==> src/rtl/bta_reduce_seq_if.sv <==
// Operand-in / sum-out stream bundle for the sequential binary-tree reducer.
// N and M must match the parameters of the attached bta_reduce_seq instance.
interface bta_reduce_seq_if #(
    parameter int unsigned N = 8,
    parameter int unsigned M = 16
);
    localparam int unsigned LG = $clog2(N);
    localparam int unsigned W  = M + LG;

    logic         in_valid;
    logic         in_ready;
    logic [M-1:0] in_data;
    logic         out_valid;
    logic         out_ready;
    logic [W-1:0] out_sum;
    logic         busy;

    modport master (
        output in_valid, in_data, out_ready,
        input  in_ready, out_valid, out_sum, busy
    );

    modport slave (
        input  in_valid, in_data, out_ready,
        output in_ready, out_valid, out_sum, busy
    );
endinterface

==> src/rtl/bta_reduce_seq.sv <==
// Time-multiplexed N-operand adder: loads a frame into a slot file, then folds
// it pairwise in place on one shared W-bit adder, one addition per cycle.
module bta_reduce_seq #(
    parameter int unsigned N = 8,
    parameter int unsigned M = 16
) (
    input  logic            clk,
    input  logic            rst,
    bta_reduce_seq_if.slave bus
);
    localparam int unsigned LG  = $clog2(N);
    localparam int unsigned W   = M + LG;
    localparam int unsigned LVW = $clog2(LG + 1);

    typedef enum logic [1:0] {
        ST_LOAD   = 2'd0,
        ST_REDUCE = 2'd1,
        ST_DONE   = 2'd2
    } state_t;

    state_t          state;
    state_t          state_nxt;

    logic [LG-1:0]   ld_cnt;
    logic [LG-1:0]   k;
    logic [LVW-1:0]  lvl;
    logic [W-1:0]    slot [N];

    logic            in_ready_q;
    logic            out_valid_q;
    logic            busy_q;
    logic            in_ready_d;
    logic            out_valid_d;
    logic            busy_d;

    logic            accept;
    logic            last_load;
    logic            handoff;
    logic            reducing;
    logic            final_add;
    logic            lvl_end;
    logic [LG-1:0]   k_last;
    logic [LG-1:0]   rd_a;
    logic [LG-1:0]   rd_b;
    logic [W-1:0]    add_sum;

    assign accept    = in_ready_q && bus.in_valid;
    assign last_load = accept && (ld_cnt == LG'(N - 1));
    assign handoff   = out_valid_q && bus.out_ready;
    assign reducing  = (state == ST_REDUCE);

    // Last pair index of the current tree level: (N >> lvl) - 1.
    assign k_last    = LG'((N >> lvl) - 1);
    assign lvl_end   = (k == k_last);
    assign final_add = reducing && (lvl == LVW'(LG)) && (k == '0);

    // Children of node k live at 2k and 2k+1; writing slot[k] never clobbers an unread operand.
    assign rd_a      = LG'({k, 1'b0});
    assign rd_b      = LG'({k, 1'b1});
    assign add_sum   = slot[rd_a] + slot[rd_b];

    // State register and registered status outputs.
    always_ff @(posedge clk or posedge rst) begin
        if (rst) begin
            state       <= ST_LOAD;
            in_ready_q  <= 1'b1;
            out_valid_q <= 1'b0;
            busy_q      <= 1'b0;
        end else begin
            state       <= state_nxt;
            in_ready_q  <= in_ready_d;
            out_valid_q <= out_valid_d;
            busy_q      <= busy_d;
        end
    end

    // Next-state logic.
    always_comb begin
        state_nxt = state;
        case (state)
            ST_LOAD: begin
                if (last_load) begin
                    state_nxt = ST_REDUCE;
                end
            end
            ST_REDUCE: begin
                if (final_add) begin
                    state_nxt = ST_DONE;
                end
            end
            ST_DONE: begin
                if (handoff) begin
                    state_nxt = ST_LOAD;
                end
            end
            default: begin
                state_nxt = ST_LOAD;
            end
        endcase
    end

    // Status outputs decoded from the upcoming state so they are flop-driven.
    always_comb begin
        in_ready_d  = 1'b0;
        out_valid_d = 1'b0;
        busy_d      = 1'b0;
        case (state_nxt)
            ST_LOAD:   in_ready_d  = 1'b1;
            ST_REDUCE: busy_d      = 1'b1;
            ST_DONE: begin
                out_valid_d = 1'b1;
                busy_d      = 1'b1;
            end
            default:   in_ready_d  = 1'b1;
        endcase
    end

    // Load counter and reduction schedule (level, pair index).
    always_ff @(posedge clk or posedge rst) begin
        if (rst) begin
            ld_cnt <= '0;
            k      <= '0;
            lvl    <= '0;
        end else begin
            if (accept) begin
                ld_cnt <= last_load ? '0 : ld_cnt + LG'(1);
                if (last_load) begin
                    lvl <= LVW'(1);
                    k   <= '0;
                end
            end else if (reducing) begin
                if (final_add) begin
                    lvl <= '0;
                    k   <= '0;
                end else if (lvl_end) begin
                    lvl <= lvl + LVW'(1);
                    k   <= '0;
                end else begin
                    k   <= k + LG'(1);
                end
            end else if (handoff) begin
                ld_cnt <= '0;
            end
        end
    end

    // Slot file: operand capture during LOAD, in-place partial sums during REDUCE.
    always_ff @(posedge clk or posedge rst) begin
        if (rst) begin
            for (int i = 0; i < int'(N); i++) begin
                slot[i] <= '0;
            end
        end else if (accept) begin
            slot[ld_cnt] <= W'(bus.in_data);
        end else if (reducing) begin
            slot[k] <= add_sum;
        end
    end

    assign bus.in_ready  = in_ready_q;
    assign bus.out_valid = out_valid_q;
    assign bus.busy      = busy_q;
    assign bus.out_sum   = slot[0];

endmodule

==> src/flat_wrapper.sv <==
// flat-port wrapper written by rule: the top's interface ports become plain ports
module bta_reduce_seq_flat 
#(
    parameter int unsigned N = 8,
    parameter int unsigned M = 16
)
  (clk, rst, bus_in_valid, bus_in_data, bus_out_ready, bus_in_ready, bus_out_valid, bus_out_sum, bus_busy);
  bta_reduce_seq_if #(.N(N), .M(M)) bus_i ();
  input  logic clk;
  input  logic rst;
  input wire logic [$bits(bus_i.in_valid)-1:0] bus_in_valid;
  input wire logic [$bits(bus_i.in_data)-1:0] bus_in_data;
  input wire logic [$bits(bus_i.out_ready)-1:0] bus_out_ready;
  output wire logic [$bits(bus_i.in_ready)-1:0] bus_in_ready;
  output wire logic [$bits(bus_i.out_valid)-1:0] bus_out_valid;
  output wire logic [$bits(bus_i.out_sum)-1:0] bus_out_sum;
  output wire logic [$bits(bus_i.busy)-1:0] bus_busy;
  assign bus_i.in_valid = bus_in_valid;
  assign bus_i.in_data = bus_in_data;
  assign bus_i.out_ready = bus_out_ready;
  assign bus_in_ready = bus_i.in_ready;
  assign bus_out_valid = bus_i.out_valid;
  assign bus_out_sum = bus_i.out_sum;
  assign bus_busy = bus_i.busy;
  bta_reduce_seq #(.N(N), .M(M)) u_core (.clk(clk), .rst(rst), .bus(bus_i));
endmodule
==> config.mk <==
export PLATFORM = sky130hd
export DESIGN_NAME = bta_reduce_seq_flat
export DESIGN_NICKNAME = d
export VERILOG_FILES = /design/src/rtl/bta_reduce_seq_if.sv /design/src/rtl/bta_reduce_seq.sv /design/src/flat_wrapper.sv
export SDC_FILE = /design/constraint.sdc
export NUM_CORES = 1
export LEC_CHECK = 0
export CAP_MARGIN = 40
export CORE_MARGIN = 2
export CORE_UTILIZATION = 50
export CTS_CLUSTER_SIZE = 25
export DETAILED_ROUTE_END_ITERATION = 7
export HOLD_SLACK_MARGIN = 0.15
export PLACE_DENSITY_LB_ADDON = 0.05
export SETUP_SLACK_MARGIN = 0.5
export SLEW_MARGIN = 5
export SYNTH_ARGS = -nofsm -noshare
export SYNTH_HDL_FRONTEND = slang
export SYNTH_SLANG_ARGS = --single-unit
==> constraint.sdc <==
create_clock -name clk -period 6.3 [get_ports clk]
set_clock_uncertainty 0.15 [all_clocks]
set_input_delay 1.26 -clock clk [delete_from_list [all_inputs] [get_ports clk]]
set_output_delay 1.26 -clock clk [all_outputs]
set_load 0.005 [all_outputs]
---- Yosys cells after proc, flatten, opt, wreduce, memory -nomap -nowiden ----
Index checks and enable logic that the tools add are counted.
word-level totals
  logic and storage cells ................. 91
  output and inout bits ................... 22
  bits of input ports ..................... 20
  bits in registers ....................... 165
operators by class
  eq/ne operators ......................... 9
  bitwise gates (word level) .............. 4
  multiplexer cells ....................... 35
  shifts and indexed selects .............. 1
  magnitude comparators ................... 6
  add/subtract/negate cells ............... 5
  reductions and logical operators ........ 16
operators with widths
  operator                                                                       count
  152-bit bitwise mux                                                            2
  152-bit 2-to-1 mux                                                             2
  19-bit binary-select mux with 3-bit select                                     2
  19-bit demux with 3-bit select                                                 2
  19-bit 2-to-1 mux                                                              6
  3-bit 2-to-1 mux                                                               9
  19-bit adder                                                                   1
  4-bit greater-or-equal comparator (second input constant)                      4
  2-bit 2-to-1 mux                                                               8
  3-bit inverter with 4-bit output                                               4
  4-bit by 1-bit less-than comparator with 1-bit output (second input constant)  2
  1-bit logical AND                                                              7
  3-bit by 1-bit adder with 3-bit output (second input constant)                 2
  2-bit equality test (second input constant)                                    3
  2-bit one-hot mux with 3 select lines                                          1
  2-bit by 1-bit equality test with 1-bit output (second input constant)         2
  2-bit AND reduction                                                            2
  2-bit nonzero test                                                             2
  4-bit by 2-bit right shift with 3-bit output (first input constant)            1
  3-bit equality test                                                            1
  3-bit equality test (second input constant)                                    1
  3-bit logical NOT                                                              1
  1-bit 2-to-1 mux                                                               3
  3-bit AND reduction                                                            1
  7 further kinds                                                                7

---- Longest topological paths before layout ----
  depth after elaboration ................. 8
  gate-level depth with buffers ........... 12
  depth with buffers taken out ............ 9

---- Least setup slack after synthesis ----
OpenSTA, ideal clock, no wires.
  kind .................................... flip-flop to flip-flop
  start point ............................. register u_core.k[0]
  end point ............................... register u_core.slot[56] (netlist bit)
  period minus slack after synthesis ...... 3.847 ns
  stages on the path, launching flop included .. 12
  data arrival time ....................... 3.565 ns
  library setup time ...................... 0.133 ns
  setup slack ............................. 2.453 ns
  path buffers ............................ 2
  required time ........................... 6.017 ns
  path through ............................ dfrtp_1 > clkbuf_1 > buf_2 > mux4_2 > ha_1 > fa_1 > a21o_1 > a221o_2 > o2111ai_4 > o31ai_2 > a221oi_4 > o21ai_2
between the ends
  word-level cells in the longest chain between the ends .. 8
  elaborated cells on any way between the ends .. 18
  classes of those cells .................. 1 x add/sub; 2 x order compare; 11 x mux; 3 x bitwise; 1 x reduce/logical
RTL lines
  element                                                                              RTL line                                     source
  start: declaration                                                                   bta_reduce_seq.sv:25                         logic [LG-1:0] k;
  start signal: assignment                                                             bta_reduce_seq.sv:139                        k <= k + LG'(1);
  3-bit inverter with 4-bit output, on equally long branches                           bta_reduce_seq.sv:60, bta_reduce_seq.sv:156
  19-bit binary-select mux with 3-bit select, or another cell as far along             bta_reduce_seq.sv:60                         assign add_sum = slot[rd_a] + slot[rd_b];
  19-bit 2-to-1 mux (implied by the code) / 1-bit logical AND (equally long branches)  bta_reduce_seq.sv:60, bta_reduce_seq.sv:156
  19-bit 2-to-1 mux, on equally long branches                                          bta_reduce_seq.sv:60, bta_reduce_seq.sv:156
  19-bit adder / 19-bit demux with 3-bit select (equally long branches)                bta_reduce_seq.sv:60, bta_reduce_seq.sv:156
  152-bit bitwise mux *                                                                bta_reduce_seq.sv:156                        slot[k] <= add_sum;
  152-bit 2-to-1 mux *                                                                 bta_reduce_seq.sv:155                        end else if (reducing) begin
  152-bit 2-to-1 mux *                                                                 bta_reduce_seq.sv:153                        end else if (accept) begin
  end signal: indexed assignment                                                       bta_reduce_seq.sv:154                        slot[ld_cnt] <= W'(bus.in_data);
  end signal: indexed assignment                                                       bta_reduce_seq.sv:156
  end: declaration                                                                     bta_reduce_seq.sv:27                         logic [W-1:0] slot [N];
Every way passes the cells marked *; elsewhere a longest branch is shown, timed or not. The select of a mux whose other input is x is not followed.
A chain may end at the register's enable or synchronous reset.

---- Final worst setup path ----
  start point ............................. register u_core.k[0]
  end point ............................... register u_core.slot[128] (netlist bit)
The elaborated chain is that of the path after synthesis.

==> results.toml <==
[outcome]
status = "finished, final reports clean"

[cells_and_area]
filler_cell_count = 1571
final_common_cell = "dfrtp_1"
area_delta_synth_final_pct = 13.55
final_cell_mix = "dfrtp_1, o21ai_0, a22oi_1"
nets = 921
num_antenna_cells = 0
drive_above_1_share_pct = 14.99
finish.utilization_pct = 57.56

[clock_tree]
cts_buffers = 17
clockBufferDepth = 2
clk_pin_slew_worst_paths_ps = 70
cts_resized = 0
post_cts_buffers = 0
cts_tree = "done"
h-tree-depth = 4
cts-hold-fix-buffers = 0
clk_latency_ps = 440
cts.sinks = 165
cts_root_buffer = "clkbuf_16"

[sta]
worst_slack_ps = 2200
finalCritPeriodShare_pct = 65.07
fmax_ghz = 0.2439
slew-limit-headroom_pct = 39.16
finalHoldViolCount = 0
fin_crit_ps = 4100
setup_viol = 0
rsz0062_at_grt = "no"
tightest_slew_ps = 912.6
fin_tns_setup_ps = 0
slew_violations = 0
worst_hold_slack_ps = 325.2

[logic_synthesis]
synth-warning-count = 0
synth_cells = 864
synth.net_count = 911
ys_seq_area_share_pct = 45.52
synth_area_um2 = 9074
synthFlopType = "dfrtp_1"
synth_area_leaders = "dfrtp_1, a22oi_1, mux4_2, o21ai_0, ha_1"
syn_area_per_cell_um2 = 10.50
synth_xor_area_share_pct = 1.737
synth-compound-area-share_pct = 24.83
async_flop_share_pct = 100.0
synth_edf_count = 0
yosysTopAreaCellShare_pct = 45.23
synth_top_cell_by_area = "dfrtp_1"
synth-seq-cells = 165
synthSimpleGateAreaFrac_pct = 9.211
synth_top_family_by_area = "compound AO/OA/AOI/OAI gates"
synthDistinctLibCells = 67
synthAdderAreaFrac_pct = 3.806
synthMuxAreaShare_pct = 9.639

[worst_hold_path]
hold_class = "reg -> reg"
whs_endpoint = "u_core.slot[1]"
hold_depth = 2
min_from = "u_core.slot[1]"

[worst_setup_path]
path_class = "reg -> reg"
cpPeakStageDelay_ps = 580
r2r-start = "u_core.k[0]"
path_max_fanout = 20
r2r_cells = 10
reg2reg_setup_slack_ps = 2200
crit_path_start_kind = "flop"
critPathRequiredTime_ps = 6440
worstReg2RegEnd = "u_core.slot[128]"
path_buf_inv = 1
cpMaxStageDelayCell = "dfrtp_2"
end_kind = "flop"
path_cells = "buf_12 -> mux4_2 -> ha_1 -> fa_1 -> a21o_1 -> a221o_2 -> o211ai_1 -> o211ai_1 -> xnor2_1 -> o21ai_0"
crit_family = "compound AO/OA/AOI/OAI gates"
critical_path_arrival_ps = 4240
cpMostUsedCell = "o211ai_1"

[global_routing]
overflow = 0
grt_max_degree = 166
grt_use_total_pct = 29.54
antenna_found_initial = 0
grt_pass1_vias = 7481
grt_pass1_wl_mm = 43.57

[die]
dieArea_um2 = 19240
start_util_pct = 50.68
pin_count = 42
dieHeight_um = 138.7
std_cell_rows = 49
core_um2 = 17900
dieWidth_um = 138.7

[power]
p_leak_uw = 0.004322
internal_power_uw = 3361
combinationalPowerShare_pct = 54.0
p_per_area_nw_per_um2 = 606.7
switching_power_uw = 2890
ir_drop_uv = 339.1
p_clk_share_pct = 16.9
total_power_uw = 6251
p_sw_share_pct = 46.23
pwr-share-seq_pct = 29.1

[route]
num_vias = 7500
drt_iter0_drc = 740
via_per_inst = 6.720
detail_route.wirelength_mm = 27.65
drc = 0
wl_per_cell_um = 24.78
dr.pass1.iters = 5
drtAntennaViolNets = 0

[placed_design]
port-buffer-count = 41
detailed_place_hpwl_mm = 18.28
gp_congestion = 0.8776
place_ws_ps = 1916

[flow_run]
maxCapViolations = 0
==> state kept, by name, summed over array words and instances, names as in the netlist <==
signal                flops
u_core.bus.in_ready       1
u_core.bus.out_valid      1
u_core.bus.busy           1
u_core.slot             133
u_core.state              2
u_core.bus.out_sum       19
u_core.lvl                2
u_core.ld_cnt             3
u_core.k                  3
==> worst reg2reg max path, delay by kind of cell, from the launching register on <==
kind | cells | cell delay (ps)
buffers and inverters | 1 | 270
AOI/OAI and AO/OA | 5 | 1230
adders and majority gates | 2 | 680
muxes | 1 | 540
xor gates and xnor gates | 1 | 500
DFF | 1 | 580
==> area by class of cell <==
| type | instances | area [um^2] | share of cell area, % |
|---|---|---|---|
| Clock buffer | 17 | 425.4 | 4.129 |
| Clock inverter | 15 | 165.2 | 1.603 |
| Inverter | 17 | 67.56 | 0.6557 |
| Multi-Input combinational cell | 601 | 4501 | 43.68 |
| Sequential cell | 165 | 4133 | 40.11 |
| Tap cell | 229 | 286.5 | 2.781 |
| Timing Repair Buffer | 72 | 725.7 | 7.043 |
==> per-stage QoR <==
step | std cells | area [um^2]
after floorplan | 864 | 9077
after global placement | 1071 | 9545
after detailed placement | 1084 | 9713
after CTS | 1116 | 10300
after global routing | 1116 | 10300
final | 1116 | 10300
==> how the worst max path moves through the flow <==
stage / slack [ps] / end / start / cells after the start
detailed placement: 1920 / u_core.slot[27] / bus_in_valid / 8
global route: 1990 / u_core.slot[90] / u_core.k[0] / 10
global placement: 1910 / u_core.slot[90] / u_core.k[0] / 9
floorplan: 2450 / u_core.slot[56] / u_core.k[0] / 11
CTS: 2180 / u_core.slot[128] / u_core.k[0] / 10
finish: 2200 / u_core.slot[128] / u_core.k[0] / 10
==> cell usage after synthesis, types with 5 or more instances <==
cell,number
buf_4,20
nor2_2,5
clkbuf_2,10
mux4_2,37
ha_1,26
inv_1,17
buf_1,8
or3_1,5
a221oi_1,8
nor3_1,8
a21oi_1,23
a22oi_1,116
nand2_1,76
o211ai_1,6
clkbuf_1,26
o21ai_0,136
o21ai_1,6
a21o_1,5
buf_2,17
xor2_1,6
dfrtp_1,164
xnor2_1,12
nand3_1,15
nor2_1,35
a32oi_1,5
==> power by group through the flow <==
stage / Sequential [uW] / Combinational [uW] / Clock [uW]
global placement: 1830 / 3210 / 0
global route: 1860 / 3740 / 1120
floorplan: 1650 / 2530 / 0
detailed placement: 1820 / 3350 / 0
CTS: 1810 / 3370 / 1070
finish: 1820 / 3380 / 1060
==> per-layer routing <==
layer | wire, um | up-vias | part of all wire [%] | global-route usage [%]
met3 | 1834 | 63 | 6.6 | 6.146
met1 | 11530 | 3836 | 42 | 39.89
met4 | 816 | 0 | 3.0 | 9.942
li1 | - | 3285 | - | -
met2 | 13470 | 316 | 49 | 48.15
met5 | 0 | - | 0 | 0
==> cells by family (layout without fill, tap and decap cells) <==
family,Yosys count,after routing
buf+inv,98,121
fa+ha+maj,27,27
mux,41,41
compound gates,342,342
simple gates,173,173
xor+xnor,18,18
flops,165,165
Power figures use the tool's default switching activity.
